### src/rtl/bru_pkg.sv
// Shared definitions for the branch resolve unit: operation codes, the registered
// outcome flags and immediate sign extension.
package bru_pkg;

    localparam int BRU_AW_MAX = 64;

    typedef enum logic [3:0] {
        BR_NONE = 4'd0,
        BR_JAL  = 4'd1,
        BR_JALR = 4'd2,
        BR_BEQ  = 4'd3,
        BR_BNE  = 4'd4,
        BR_BLT  = 4'd5,
        BR_BGE  = 4'd6,
        BR_BLTU = 4'd7,
        BR_BGEU = 4'd8
    } bru_op_e;

    // Addresses are held next to this record in the top, because their width
    // follows the ADDR_W parameter of the instance.
    typedef struct packed {
        logic taken;
        logic mispredict;
        logic misalign;
        logic illegal;
    } bru_res_t;

    function automatic logic [BRU_AW_MAX-1:0] sext_imm(input logic [BRU_AW_MAX-1:0] imm,
                                                       input int imm_w);
        logic [BRU_AW_MAX-1:0] r;
        r = imm;
        for (int i = 0; i < BRU_AW_MAX; i++) begin
            if (i >= imm_w) r[i] = imm[imm_w-1];
        end
        return r;
    endfunction

endpackage

### src/rtl/bru_compare.sv
// Branch condition evaluation: decodes the op code and compares the operands.
module bru_compare
    import bru_pkg::*;
#(
    parameter int DATA_W = 32,
    parameter int CTRL_W = 4
) (
    input  logic [CTRL_W-1:0] ctrl,
    input  logic [DATA_W-1:0] src1,
    input  logic [DATA_W-1:0] src2,
    output logic              cond_true,
    output logic              is_jump,
    output logic              is_defined
);

    logic eq, lt_s, lt_u;

    assign eq   = (src1 == src2);
    assign lt_s = ($signed(src1) < $signed(src2));
    assign lt_u = (src1 < src2);

    always_comb begin
        cond_true  = 1'b0;
        is_jump    = 1'b0;
        is_defined = 1'b1;
        case (ctrl)
            CTRL_W'(BR_NONE): ;
            CTRL_W'(BR_JAL),
            CTRL_W'(BR_JALR): is_jump = 1'b1;
            CTRL_W'(BR_BEQ):  cond_true = eq;
            CTRL_W'(BR_BNE):  cond_true = !eq;
            CTRL_W'(BR_BLT):  cond_true = lt_s;
            CTRL_W'(BR_BGE):  cond_true = !lt_s;
            CTRL_W'(BR_BLTU): cond_true = lt_u;
            CTRL_W'(BR_BGEU): cond_true = !lt_u;
            default:          is_defined = 1'b0;
        endcase
    end

endmodule

### src/rtl/branch_resolve_unit.sv
// Pipelined branch resolution with a one-entry valid/ready output register.
// Define BRU_STATS_EN to add saturating branch/taken/mispredict counters.
module branch_resolve_unit
    import bru_pkg::*;
#(
    parameter int DATA_W    = 32,
    parameter int ADDR_W    = 32,
    parameter int IMM_W     = 21,
    parameter int BYTE_ADDR = 1,
    parameter int CTRL_W    = 4
) (
    input  logic              clk,
    input  logic              reset,
    input  logic              flush,
    input  logic              system_stall,
    input  logic              in_valid,
    output logic              in_ready,
    input  logic [CTRL_W-1:0] ctrl_branch,
    input  logic [DATA_W-1:0] src1,
    input  logic [DATA_W-1:0] src2,
    input  logic [IMM_W-1:0]  immediate,
    input  logic [ADDR_W-1:0] pc,
    input  logic              pred_taken,
    input  logic [ADDR_W-1:0] pred_target,
    output logic              res_valid,
    input  logic              res_ready,
    output logic              branch_taken,
    output logic [ADDR_W-1:0] next_pc,
    output logic [ADDR_W-1:0] link_addr,
    output logic              mispredict,
    output logic              misalign,
    output logic              illegal_op
`ifdef BRU_STATS_EN
    ,
    output logic [31:0]       stat_branches,
    output logic [31:0]       stat_taken,
    output logic [31:0]       stat_mispred
`endif
);

    localparam logic [ADDR_W-1:0] STEP = (BYTE_ADDR != 0) ? ADDR_W'(4) : ADDR_W'(1);

    logic [ADDR_W-1:0] sext, off, fall_thru, jalr_sum, target;
    logic              cond_true, is_jump, is_defined, is_jalr, taken, accept;
    bru_res_t          flags_d, flags_q;

    bru_compare #(.DATA_W(DATA_W), .CTRL_W(CTRL_W)) u_cmp (
        .ctrl       (ctrl_branch),
        .src1       (src1),
        .src2       (src2),
        .cond_true  (cond_true),
        .is_jump    (is_jump),
        .is_defined (is_defined)
    );

    assign sext      = ADDR_W'(sext_imm(BRU_AW_MAX'(immediate), IMM_W));
    // Word PCs count instructions, so the byte offset drops its two low bits.
    assign off       = (BYTE_ADDR != 0) ? sext : {sext[ADDR_W-1], sext[ADDR_W-1], sext[ADDR_W-1:2]};
    assign fall_thru = pc + STEP;
    assign is_jalr   = (ctrl_branch == CTRL_W'(BR_JALR));
    assign jalr_sum  = ADDR_W'(src1) + off;
    assign target    = is_jalr ? {jalr_sum[ADDR_W-1:1], 1'b0} : pc + off;
    assign taken     = is_jump | cond_true;

    always_comb begin
        flags_d.taken      = taken;
        flags_d.mispredict = is_defined & ((taken != pred_taken) | (taken & (target != pred_target)));
        flags_d.misalign   = taken & (BYTE_ADDR != 0) & (target[1:0] != 2'b00);
        flags_d.illegal    = !is_defined;
    end

    assign in_ready = !system_stall & (!res_valid | res_ready);
    assign accept   = in_valid & in_ready;

    always_ff @(posedge clk) begin
        if (reset) begin
            res_valid <= 1'b0;
            flags_q   <= '0;
            next_pc   <= '0;
            link_addr <= '0;
        end else if (flush) begin
            res_valid <= 1'b0;
        end else if (!system_stall) begin
            if (accept) begin
                res_valid <= 1'b1;
                flags_q   <= flags_d;
                next_pc   <= taken ? target : fall_thru;
                link_addr <= fall_thru;
            end else if (res_ready) begin
                res_valid <= 1'b0;
            end
        end
    end

    assign branch_taken = flags_q.taken;
    assign mispredict   = flags_q.mispredict;
    assign misalign     = flags_q.misalign;
    assign illegal_op   = flags_q.illegal;

`ifdef BRU_STATS_EN
    logic handshake;
    assign handshake = res_valid & res_ready & !system_stall;

    always_ff @(posedge clk) begin
        if (reset) begin
            stat_branches <= '0;
            stat_taken    <= '0;
            stat_mispred  <= '0;
        end else if (handshake) begin
            if (stat_branches != '1) stat_branches <= stat_branches + 32'd1;
            if (flags_q.taken && stat_taken != '1) stat_taken <= stat_taken + 32'd1;
            if (flags_q.mispredict && stat_mispred != '1) stat_mispred <= stat_mispred + 32'd1;
        end
    end
`endif

endmodule

### config.mk
export PLATFORM = sky130hd
export DESIGN_NAME = branch_resolve_unit
export DESIGN_NICKNAME = d
export VERILOG_FILES = /design/src/rtl/bru_pkg.sv /design/src/rtl/bru_compare.sv /design/src/rtl/branch_resolve_unit.sv
export SDC_FILE = /design/constraint.sdc
export NUM_CORES = 1
export LEC_CHECK = 0
export BUFFER_PORTS_ARGS = -buffer_cell sky130_fd_sc_hd__buf_2
export CAP_MARGIN = 20
export CORE_ASPECT_RATIO = 1.1
export CORE_MARGIN = 3
export CORE_UTILIZATION = 56
export CTS_BUF_LIST = sky130_fd_sc_hd__clkbuf_8
export DETAILED_ROUTE_END_ITERATION = 10
export PLACE_DENSITY = 0.91
export SLEW_MARGIN = 20
export SYNTH_ARGS = -nofsm -noshare
export SYNTH_HDL_FRONTEND = slang
export SYNTH_SLANG_ARGS = --single-unit
### constraint.sdc
create_clock -name clk -period 4.9 [get_ports clk]
set_input_delay 0.735 -clock clk [delete_from_list [all_inputs] [get_ports clk]]
set_output_delay 0.735 -clock clk [all_outputs]
set_load 0.01 [all_outputs]
* Word level (Yosys, flattened, before mapping)
Cells that the tools add are included.
** Word-level totals
- Logic and storage cells :: 54
- Bits in registers :: 69
- Input port bits :: 160
- Output and inout port bits :: 70
** Operators by class
- Equality and inequality tests :: 11
- Add/sub/neg operators :: 3
- Bitwise operators :: 10
- Multiplexer cells :: 7
- Reductions and logical operators :: 14
- $lt $le $gt $ge :: 2
** Operators by type and width (number)
- $add A32 B32 Y32 :: 2
- $lt A32 B32 Y1 :: 2
- $mux W32 :: 2
- $add A32 B3 Y32 const B :: 1
- $eq A32 B32 Y1 :: 1
- $ne A32 B32 Y1 :: 1
- $eq A4 B3 Y1 const B :: 4
- $reduce_or A9 Y1 :: 1
- $eq A4 B2 Y1 const B :: 2
- $logic_not A1 Y1 :: 6
- $pmux W1 S6 :: 1
- $and A1 B1 Y1 :: 5
- $eq A4 B1 Y1 const B :: 1
- $eq A4 B4 Y1 const B :: 1
- $logic_not A4 Y1 :: 1
- $mux W1 :: 4
- $reduce_bool A2 Y1 :: 2
- $reduce_or A2 Y1 :: 2
- $or A1 B1 Y1 :: 3
- $reduce_and A3 Y1 :: 1
- $not A1 Y1 :: 2
- $reduce_and A2 Y1 :: 1
- $ne A1 B1 Y1 :: 1

* Logic depth before layout (Yosys ltp)
Gate-level depths: netlist of run 1.
- Depth in word-level cells :: 7
- Mapped depth :: 15
- Mapped depth without buffers :: 13

* Cells and area by module
Synthesis of run 1 repeated with hierarchy kept, for this count alone.
** Second synthesis, totals
- Cells, all modules :: 1236
- Area total of the unflattened synthesis :: 8847.2 µm²
** By module, submodules not included
- branch_resolve_unit :: times used 1, area each 7916.3 µm², seq. area each 1381.3 µm², cells an instance 1105
- bru_compare :: times used 1, area each 930.9 µm², seq. area each 0.0 µm², cells an instance 131

* Worst setup path after synthesis of run 1
Ideal clock, no wire load.
- Path kind :: input -> register
- Start point :: input port immediate[0]
- End point :: register flags_q (netlist bit mispredict)
- Stages :: 13
- Arrival :: 3.612 ns
- Slack :: 1.159 ns
- Data required time :: 4.771 ns
- Setup time :: 0.129 ns
- Path buffers :: 0
- Cell sequence :: ha_1 > fa_1 > a21o_1 > a221oi_2 > o31a_1 > a21oi_2 > nor3_1 > nor3_1 > or4_4 > a2111oi_4 > nand4_1 > a2111oi_2 > a31oi_1
** Between the ends
- Cells in the longest elaborated chain, start to end :: 6
- Elaborated cells on any way between the ends :: 7
- Those cells by class :: add/sub (2); eq/ne (1); mux (1); bitwise (3)
** RTL lines
- from (decl) :: line branch_resolve_unit.sv:21 : input logic [IMM_W-1:0] immediate,
- $add A32 B32 Y32, on equally long branches :: line branch_resolve_unit.sv:62, branch_resolve_unit.sv:61
- $mux W32 (*) :: line branch_resolve_unit.sv:62 : assign target = is_jalr ? {jalr_sum[ADDR_W-1:1], 1'b0} : pc + off;
- $ne A32 B32 Y1 (*) :: line branch_resolve_unit.sv:67 : flags_d.mispredict = is_defined & ((taken != pred_taken) | (taken & (target != pred_target)));
- $and A1 B1 Y1 (*) :: line branch_resolve_unit.sv:67
- $or A1 B1 Y1 (*) :: line branch_resolve_unit.sv:67
- $and A1 B1 Y1 (*) :: line branch_resolve_unit.sv:67
- to (signal assigned) :: line branch_resolve_unit.sv:86 : flags_q <= flags_d;
- to (decl) :: line branch_resolve_unit.sv:45 : bru_res_t flags_d, flags_q;
Every way passes the cells marked *; elsewhere a longest branch is shown, timed or not.
A chain may end at the register's enable or synchronous reset.

* Worst setup path after layout of run 1
Same ends and word-level chain as after synthesis.

==> reports/results.ini, run 1 <==
[status]
status = finished clean

[hold_path]
hp-class = reg -> reg
whs_endpoint = next_pc[23]$_SDFFE_PP0P_
min-delay-start = next_pc[23]$_SDFFE_PP0P_
hold_depth = 2

[global_route]
antenna_found_initial = 2
grt_pass1_vias = 9167
grt.overflow.total = 0
grt_max_degree = 98
grt_pass1_wl_um = 47000
grt_usage_pct = 32.3

[critical_path]
crit_path_end_kind = flip-flop
ff2ff_path_depth = 11
worstSetupPathType = in -> reg
r2r_slack_ns = 2.17
required_ns = 5.11
reg2reg_from = res_valid$_SDFFE_PP0P_
slowest_stage = a2111oi_0
arrival_ns = 4.54
cp_max_fo = 6
crit_top_cell = a31oi_1
start_kind = input pin
crit_chain = buf_2 -> and2_1 -> fa_1 -> a211oi_2 -> o21ai_0 -> a21oi_1 -> o211ai_1 -> a31oi_1 -> xnor2_1 -> xor2_1 -> a2111oi_0 -> nand4_1 -> a2111oi_2 -> a31oi_1
reg2reg_to = mispredict$_SDFFE_PP0P_
cp_slowest_stage_delay_ns = 0.59

[synth]
yosysWarnings = 0
synthArstFlopShare_pct = 0
synth_seq_area_share_pct = 15.2
synth_area_leaders = dfxtp_1 (15%), ha_1 (13%), a21oi_1 (6.6%), nand2_1 (6.5%), xnor2_1 (5.3%)
synth_top_area_share_pct = 15.2
synth_nets = 1511
synth_top_family_by_area = compound AO/OA/AOI/OAI gates
synth_mux_area_share_pct = 4.10
synth_cell_types = 83
syn_inst = 1255
yosysTopAreaCell = dfxtp_1
synth.avg_cell_area_um2 = 7.25
synthAdderAreaFrac_pct = 13.4
synth-simple-area-share_pct = 23.6
synth-xor-area-share_pct = 10.7
synth-compound-area-share_pct = 27.9
synth-seq-cells = 69
netlist_area_um2 = 9100
synth_flop_cell = dfxtp_1
synth_edf_count = 0

[cells_and_area]
fin_area_um2 = 10500
nets = 1694
fin_util_pct = 66.8
mostFrequentLayoutCells = buf_2 (229), nand2_1 (157), a21oi_1 (120), ha_1 (94), nor2_1 (90)
final_cells = 1642
n_antenna_cell = 0
drive_gt1_share_pct = 19.5
mostFrequentLayoutCell = buf_2
syn2layout_area_growth_pct = 15.8

[drt]
wl_per_cell_um = 18.5
drtPass1Iterations = 5
drc = 0
drt_first_iter_violations = 993
wirelength_um = 30300
drtAntennaViolNets = 0
via_per_inst = 6.28
via_count = 10300

[power]
vdd_drop_max_v = 0.000148
p_total_mw = 2.31
p_leak_nw = 4.82
cellPowerDensity_nw_per_um2 = 219

[placement]
hpwlAfterDp_um = 24700
port_buffers = 229
dp_worst_setup_slack_ns = 0.266
post-place-cells = 1627
place_area_um2 = 10300
gp_congestion = 0.986

[timing]
tightest_slew_ns = 0.888
fin_tns_setup_ns = 0
max_freq_mhz = 231
finalCriticalPeriod_ns = 4.33
skew_ns = 0.00428
hold_ws_ns = 0.449
setup_ws_ns = 0.571
hold_viol_final = 0
slew_violations = 0
slew_headroom_pct = 40.8
period_share_pct = 88.3
rsz0062_at_grt = no
setup_violations = 0

[floorplanning]
fp.dieArea_um2 = 17800
die_width_um = 128
fp.coreArea_um2 = 15800
io-pin-count = 230
num_rows = 48
die_height_um = 140
start_util_pct = 57.6

[clocking]
clock_path_buffers = 2
h-tree-depth = 3
clock_sinks = 69
cts_tree = done
clkLatencyLatePin_ns = 0.34
hold_buffers = 0
post_cts_buffers = 0
clkTransAtPathRegs_ns = 0.07
cts_buffers = 9
cts_resized = 0
cts_root_buffer = clkbuf_8

[flow_run]
maxCapViolations = 0

flip-flops by register name, indices dropped and copies added (netlist names):
signal        count
link_addr        32
next_pc          32
branch_taken      1
illegal_op        1
misalign          1
mispredict        1
res_valid         1
per-layer routing:
metal,global-route usage [%],wire length (µm)
met3,4.68,3200
met2,49.2,13200
met5,0,27
met4,9.78,777
met1,47.0,13100
worst max-delay path by stage:
stage                              from                 endpoint  slack (ns)  cells after the start
after global routing      immediate[20]  mispredict$_SDFFE_PP0P_        0.24                     13
after floorplan            immediate[0]  mispredict$_SDFFE_PP0P_        1.16                     13
after CTS                  immediate[0]  mispredict$_SDFFE_PP0P_        0.63                     14
final                      immediate[0]  mispredict$_SDFFE_PP0P_        0.57                     14
after detailed placement   immediate[0]  mispredict$_SDFFE_PP0P_        0.27                     14
after global placement    immediate[20]  mispredict$_SDFFE_PP0P_        0.22                     13
synth_stat cells, types with 12 or more instances:
cell	number
nand2_1	157
a21oi_1	120
ha_1	94
nor2_1	90
dfxtp_1	69
o21ai_0	65
xnor2_1	55
xor2_1	54
inv_1	53
a211oi_1	44
clkbuf_1	42
nand3_1	36
mux2i_1	35
nor3_1	29
and3_1	28
a21o_1	25
nand4_1	22
o211ai_1	18
nand2b_1	12
where the power goes:
group	switching [mW]	total, mW	internal (mW)
clock	0.213	0.548	0.335
combinational	0.702	1.16	0.461
sequential	0.0150	0.604	0.589
total	0.930	2.31	1.38
cell families (layout without fill, tap and decap cells):
kind of cell | Yosys count | after routing
XOR/XNOR | 110 | 110
flip-flops | 69 | 69
AO/OA/AOI/OAI | 382 | 382
multiplexers | 37 | 37
buffers and inverters | 118 | 305
adder cells (fa/ha/maj) | 96 | 96
AND/OR/NAND/NOR | 443 | 443
final cells by class:
| type | instances | area [µm²] |
|---|---|---|
| clock buffers | 9 | 124 |
| repair buffers | 237 | 1210 |
| flip-flops and latches | 69 | 1380 |
| inverters | 53 | 199 |
| fillers | 1418 | 5250 |
| multi-input cells | 1068 | 7270 |
| well taps | 200 | 250 |
| clock inverters | 6 | 113 |
worst max-delay path: cells and delay by family:
family / cells / cell delay (ns)
XOR/XNOR: 2 / 0.33
AO/OA/AOI/OAI: 8 / 2.52
adder cells (fa/ha/maj): 1 / 0.43
buffers and inverters: 1 / 0.12
AND/OR/NAND/NOR: 2 / 0.39
Power figures use the tool's default switching activity.
==> run 2, diff against run 1 <==
--- a/config.mk
+++ b/config.mk
@@ -12,7 +12,7 @@
 export CORE_UTILIZATION = 56
 export CTS_BUF_LIST = sky130_fd_sc_hd__clkbuf_8
 export DETAILED_ROUTE_END_ITERATION = 10
-export PLACE_DENSITY = 0.91
+export PLACE_DENSITY = 0.9
 export SLEW_MARGIN = 20
 export SYNTH_ARGS = -nofsm -noshare
 export SYNTH_HDL_FRONTEND = slang
==> run 2 against run 1 <==
Setup slack got worse by 0.039 ns. Combinational power about the same. Utilization increased by 0.087 points. Non-clock buffer count increased by 3. Die area unchanged. Via count increased by 0.21%. Clock power decreased by 5.1%. Final area increased by 0.13%. Largest power group unchanged.
==> reports/results.ini, run 2 (synthesis results as in run 1) <==
[hold_path]
hp-class = reg -> reg  ; unchanged

[cells_and_area]
mostFrequentLayoutCell = buf_2  ; unchanged
nets = 1697  ; was 1694
reg.largest.list = link_addr (32), next_pc (32)  ; unchanged
fill_cells = 1425  ; was 1418
final_cells = 1647  ; was 1642
mostFrequentLayoutCells = buf_2 (229), nand2_1 (157), a21oi_1 (120), ha_1 (94), nor2_1 (90)  ; unchanged
drive_gt1_share_pct = 19.6  ; was 19.5%
syn2layout_area_growth_pct = 16.0  ; was 15.8%

[floorplanning]
fp.coreArea_um2 = 15800  ; unchanged
num_rows = 48  ; unchanged
die_height_um = 140  ; unchanged
fp.dieArea_um2 = 17800  ; unchanged
io-pin-count = 230  ; unchanged
start_util_pct = 57.6  ; unchanged
die_width_um = 128  ; unchanged

[clocking]
post_cts_buffers = 0  ; unchanged
clock_sinks = 69  ; unchanged
cts_tree = done  ; unchanged
cts_root_buffer = clkbuf_8  ; unchanged
cts_resized = 0  ; unchanged
cts_buffers = 9  ; unchanged
clkTransAtPathRegs_ns = 0.07  ; about the same
clock_path_buffers = 2  ; unchanged
clkLatencyLatePin_ns = 0.35  ; was 0.34 ns
h-tree-depth = 3  ; unchanged
hold_buffers = 0  ; unchanged

[timing]
finalCriticalPeriod_ns = 4.37  ; was 4.33 ns
slew_headroom_pct = 41.3  ; was 40.8%
max_freq_mhz = 229  ; was 231 MHz
hold_ws_ns = 0.451  ; was 0.449 ns
setup_violations = 0  ; unchanged
skew_ns = 0.00428  ; about the same
tightest_slew_ns = 0.881  ; was 0.888 ns
setup_ws_ns = 0.532  ; was 0.571 ns
fin_tns_setup_ns = 0  ; unchanged
rsz0062_at_grt = no  ; unchanged
hold_viol_final = 0  ; unchanged
period_share_pct = 89.1  ; was 88.3%
slew_violations = 0  ; unchanged

[critical_path]
worstSetupPathType = in -> reg  ; unchanged
start_kind = input pin  ; unchanged
arrival_ns = 4.59  ; was 4.54 ns
crit_top_cell = a31oi_1  ; unchanged
crit_path_end_kind = flip-flop  ; unchanged
cp_max_fo = 6  ; unchanged
slowest_stage = a2111oi_0  ; unchanged
cp_slowest_stage_delay_ns = 0.62  ; was 0.59 ns
required_ns = 5.12  ; was 5.11 ns
crit_chain = buf_2 -> and2_1 -> fa_1 -> a211oi_2 -> o21ai_0 -> a21oi_1 -> o211ai_1 -> a31oi_1 -> xnor2_1 -> xor2_1 -> a2111oi_0 -> nand4_1 -> a2111oi_2 -> a31oi_1  ; unchanged
cp_num_buf_inv = 1  ; unchanged
critical_path.top_delay_family = compound AO/OA/AOI/OAI gates  ; unchanged

[flow_run]
maxCapViolations = 0  ; unchanged

[global_route]
busiest_layer = met2  ; unchanged
use_met3_pct = 5.87  ; was 4.68%
grt_usage_pct = 32.8  ; was 32.3%
use_met1_pct = 45.7  ; was 47.0%
grt.overflow.total = 0  ; unchanged
antenna_found_initial = 1  ; was 2
gr-usage-met2_pct = 51.5  ; was 49.2%
grt_pass1_wl_um = 47600  ; was 47000 µm
grt_pass1_vias = 9377  ; was 9167
grt_max_degree = 98  ; unchanged

[drt]
drtPass1Iterations = 5  ; unchanged
drtAntennaViolNets = 0  ; unchanged
via_count = 10300  ; about the same
wl_per_cell_um = 18.9  ; was 18.5 µm
via_per_inst = 6.27  ; was 6.28
wirelength_um = 31100  ; was 30300 µm
drt_first_iter_violations = 1012  ; was 993
drc = 0  ; unchanged

[power]
cellPowerDensity_nw_per_um2 = 217  ; was 219 nW/µm²
p_total_mw = 2.30  ; was 2.31 mW
p_leak_nw = 4.85  ; was 4.82 nW
vdd_drop_max_v = 0.000136  ; was 0.000148 V

[placement]
hpwlAfterDp_um = 25400  ; was 24700 µm
gp_congestion = 1.01  ; was 0.986
port_buffers = 229  ; unchanged
post-place-cells = 1630  ; was 1627
dp_worst_setup_slack_ns = 0.343  ; was 0.266 ns

[status]
status = finished clean  ; unchanged

run 2: cell types whose count changed in the layout (fill, tap and decap cells not counted):
cell        before  now
buf_4            8   11
bufinv_16        3    2
clkbuf_8         9   11
clkinv_2         0    2
clkinvlp_4       3    0
diode_2          0    1
inv_1           53   54
run 2: report_power, final:
part / leakage [nW] / internal [mW] / switching [mW]
logic: 4.16 / 0.462 / 0.710
registers: 0.563 / 0.589 / 0.0142
clock network: 0.121 / 0.311 / 0.210
total: 4.85 / 1.36 / 0.934
run 2: area by class of cell:
cell class,instances,area [µm²],share of cell area [%]
diodes,1,2.50,0.0237
clock buffers,11,151,1.43
clock inverters,5,73.8,0.699
inverters,53,199,1.88
multi-input cells,1068,7270,68.9
flip-flops and latches,69,1380,13.1
well taps,200,250,2.37
repair buffers,240,1230,11.6
run 2: path summary, 6_finish.rpt:
kind / startpoint / end / slack, ns / cells past startpoint
max: immediate[0] / mispredict$_SDFFE_PP0P_ / 0.53 / 14
min: next_pc[9]$_SDFFE_PP0P_ / next_pc[9]$_SDFFE_PP0P_ / 0.45 / 2
max reg2reg: res_valid$_SDFFE_PP0P_ / mispredict$_SDFFE_PP0P_ / 2.04 / 11
min reg2reg: next_pc[9]$_SDFFE_PP0P_ / next_pc[9]$_SDFFE_PP0P_ / 0.45 / 2
run 2: metrics by stage:
step	cell area, µm²	util [%]
6_report	10600	66.8
2_1_floorplan	9100	-
3_3_place_gp	10300	65.4
3_5_place_dp	10300	65.4
4_1_cts	10600	66.8
5_1_grt	10600	66.8
run 2: worst min-delay path: stages, from the launching register on:
cell     delay [ns]
dfxtp_1        0.31
nand2_1        0.05
a21oi_1        0.05
run 2: layer usage:
| metal | routed length, µm | vias to the layer above | share of wire [%] |
|---|---|---|---|
| met5 | 0 | - | 0 |
| met4 | 890 | 0 | 2.9 |
| met3 | 3310 | 65 | 11 |
| met2 | 13700 | 554 | 44 |
| met1 | 13200 | 4733 | 43 |
| li1 | - | 4976 | - |
==> run 3, diff against run 2 <==
--- a/config.mk
+++ b/config.mk
@@ -5,7 +5,7 @@
 export SDC_FILE = /design/constraint.sdc
 export NUM_CORES = 1
 export LEC_CHECK = 0
-export BUFFER_PORTS_ARGS = -buffer_cell sky130_fd_sc_hd__buf_2
+export BUFFER_PORTS_ARGS = -buffer_cell sky130_fd_sc_hd__clkbuf_2
 export CAP_MARGIN = 20
 export CORE_ASPECT_RATIO = 1.1
 export CORE_MARGIN = 3
==> run 3 against run 2 <==
Final area is 0.34% lower. Critical path depth stayed put. First-iteration DRC count decreased by 2.7%. Sequential share of layout area about the same. Highest routed layer unchanged. Wire length shrank 2.8%. Clock power decreased by 20%. Non-clock buffer count unchanged. Fmax grew 6.4%. Clock-buffer cell count is the same. Largest power group unchanged.
==> reports/results.ini, run 3 (synthesis results as in run 1) <==
[critical_path]
worstSetupPathType = in -> reg  ; unchanged
critical_path.top_delay_family = compound AO/OA/AOI/OAI gates  ; unchanged
crit_chain = clkbuf_2 -> and2_1 -> fa_1 -> a211oi_2 -> o21ai_0 -> a21oi_1 -> o211ai_1 -> a31oi_1 -> xnor2_1 -> xor2_1 -> a2111oi_0 -> nand4_1 -> a2111oi_2 -> a31oi_1  ; was buf_2 -> and2_1 -> fa_1 -> a211oi_2 -> o21ai_0 -> a21oi_1 -> o211ai_1 -> a31oi_1 -> xnor2_1 -> xor2_1 -> a2111oi_0 -> nand4_1 -> a2111oi_2 -> a31oi_1
cp_num_buf_inv = 1  ; unchanged
crit_path_end_kind = flip-flop  ; unchanged
cp_max_fo = 6  ; unchanged
crit_top_cell = a31oi_1  ; unchanged
cp_slowest_stage_delay_ns = 0.43  ; was 0.62 ns
slowest_stage = a2111oi_0  ; unchanged
required_ns = 5.13  ; was 5.12 ns
start_kind = input pin  ; unchanged
arrival_ns = 4.33  ; was 4.59 ns

[cells_and_area]
syn2layout_area_growth_pct = 15.6  ; was 16.0%
drive_gt1_share_pct = 19.6  ; about the same
n_antenna_cell = 0  ; was 1
fill_cells = 1434  ; was 1425
reg.largest.list = link_addr (32), next_pc (32)  ; unchanged
mostFrequentLayoutCells = clkbuf_2 (229), nand2_1 (157), a21oi_1 (120), ha_1 (94), nor2_1 (90)  ; was buf_2 (229), nand2_1 (157), a21oi_1 (120), ha_1 (94), nor2_1 (90)
nets = 1697  ; unchanged
fin_area_um2 = 10500  ; was 10600 µm²
mostFrequentLayoutCell = clkbuf_2  ; was buf_2
final_cells = 1646  ; was 1647

[floorplanning]
die_height_um = 140  ; unchanged
num_rows = 48  ; unchanged
fp.dieArea_um2 = 17800  ; unchanged
io-pin-count = 230  ; unchanged
die_width_um = 128  ; unchanged
start_util_pct = 57.6  ; unchanged
fp.coreArea_um2 = 15800  ; unchanged

[drt]
via_count = 10300  ; about the same
drtPass1Iterations = 6  ; was 5
via_per_inst = 6.25  ; was 6.27
wirelength_um = 30200  ; was 31100 µm
drtAntennaViolNets = 0  ; unchanged
drc = 0  ; unchanged
drt_first_iter_violations = 985  ; was 1012
wl_per_cell_um = 18.4  ; was 18.9 µm

[global_route]
grt.overflow.total = 0  ; unchanged
grt_pass1_vias = 9189  ; was 9377
grt_max_degree = 98  ; unchanged
grt_usage_pct = 32.5  ; was 32.8%
grt_pass1_wl_um = 47200  ; was 47600 µm
antenna_found_initial = 0  ; was 1

[status]
status = finished clean  ; unchanged

[timing]
skew_ns = 0.00421  ; was 0.00428 ns
rsz0062_at_grt = no  ; unchanged
max_freq_mhz = 244  ; was 229 MHz
fin_tns_setup_ns = 0  ; unchanged
slew_violations = 0  ; unchanged
slew_headroom_pct = 41.5  ; was 41.3%
hold_viol_final = 0  ; unchanged
period_share_pct = 83.7  ; was 89.1%
finalCriticalPeriod_ns = 4.10  ; was 4.37 ns
tightest_slew_ns = 0.878  ; was 0.881 ns
setup_violations = 0  ; unchanged

[placement]
place_area_um2 = 10300  ; about the same
post-place-cells = 1630  ; unchanged
gp_congestion = 1.02  ; was 1.01
port_buffers = 229  ; unchanged
hpwlAfterDp_um = 25000  ; was 25400 µm

[power]
pwr-share-comb_pct = 53.4  ; was 51.1%
clkPwrFrac_pct = 19.0  ; was 22.7%
p_leak_nw = 4.81  ; was 4.85 nW
p_sw_share_pct = 42.4  ; was 40.7%
cellPowerDensity_nw_per_um2 = 208  ; was 217 nW/µm²
vdd_drop_max_v = 0.000124  ; was 0.000136 V
p_int_mw = 1.26  ; was 1.36 mW
power.switching_mw = 0.928  ; was 0.934 mW
pwr-share-seq_pct = 27.6  ; was 26.3%
p_total_mw = 2.19  ; was 2.30 mW

[clocking]
clkLatencyLatePin_ns = 0.35  ; about the same
clkTransAtPathRegs_ns = 0.07  ; about the same
cts_buffers = 9  ; unchanged
cts_resized = 0  ; unchanged
hold_buffers = 0  ; unchanged
clock_sinks = 69  ; unchanged
clock_path_buffers = 2  ; unchanged
post_cts_buffers = 0  ; unchanged
cts_tree = done  ; unchanged
cts_root_buffer = clkbuf_8  ; unchanged
h-tree-depth = 3  ; unchanged

[hold_path]
hp-class = reg -> reg  ; unchanged

[flow_run]
maxCapViolations = 0  ; unchanged

-- run 3: cell count changes in the layout (fill, tap and decap cells not counted), moves of 2 or more --
cell,previous run,this run
buf_2,229,0
bufinv_16,2,0
clkbuf_2,0,229
clkinvlp_4,0,2
-- run 3: power by group through the flow --
stage	Sequential, mW	Combinational [mW]	Clock [mW]
2_1_floorplan	0.628	0.769	0
3_3_place_gp	0.616	1.12	0
3_5_place_dp	0.617	1.14	0
4_1_cts	0.604	1.14	0.421
5_1_grt	0.607	1.27	0.446
6_report	0.604	1.17	0.416
-- run 3: final cells by class --
| cell class | instances | area (µm²) | area share (%) |
|---|---|---|---|
| inverter | 53 | 199 | 1.89 |
| clock buffer | 11 | 151 | 1.44 |
| timing repair buffer | 240 | 1240 | 11.8 |
| sequential | 69 | 1380 | 13.1 |
| clock inverter | 5 | 27.5 | 0.262 |
| multi-input combinational | 1068 | 7270 | 69.1 |
| tap | 200 | 250 | 2.38 |
-- run 3: metrics by stage --
stage	utilization, %	setup slack (ns)	hold WS [ns]
4_1_cts	66.6	0.884	0.452
5_1_grt	66.6	0.544	0.464
6_report	66.6	0.796	0.449
3_3_place_gp	65.5	0.586	0.438
2_1_floorplan	-	1.16	0.476
3_5_place_dp	65.5	0.519	0.444
-- run 3: worst register-to-register path, stage by stage, from the launching register on --
cell and delay [ns]:
dfxtp_1 0.32, nor2b_1 0.16, nor3_2 0.21, o221ai_1 0.14
nor4_1 0.35, o2111ai_1 0.15, and3b_1 0.25, o2111ai_1 0.17
nor4_1 0.20, nand4_1 0.18, a2111oi_2 0.25, a31oi_1 0.13
-- run 3: path summary, 6_finish.rpt --
check        depth (start not counted)                       end                      from  slack, ns
max                                 14   mispredict$_SDFFE_PP0P_              immediate[0]       0.80
min                                  2  next_pc[20]$_SDFFE_PP0P_  next_pc[20]$_SDFFE_PP0P_       0.45
max reg2reg                         11   mispredict$_SDFFE_PP0P_    res_valid$_SDFFE_PP0P_       2.25
min reg2reg                          2  next_pc[20]$_SDFFE_PP0P_  next_pc[20]$_SDFFE_PP0P_       0.45
-- run 3: routing by layer --
layer  vias up  global-route usage [%]  wire length [µm]
li1       4987                       -                 -
met2       559                    48.6             12900
met5         -                       0                 0
met4         0                    10.6               897
met1      4680                    47.6             13400
met3        61                    4.76              3070
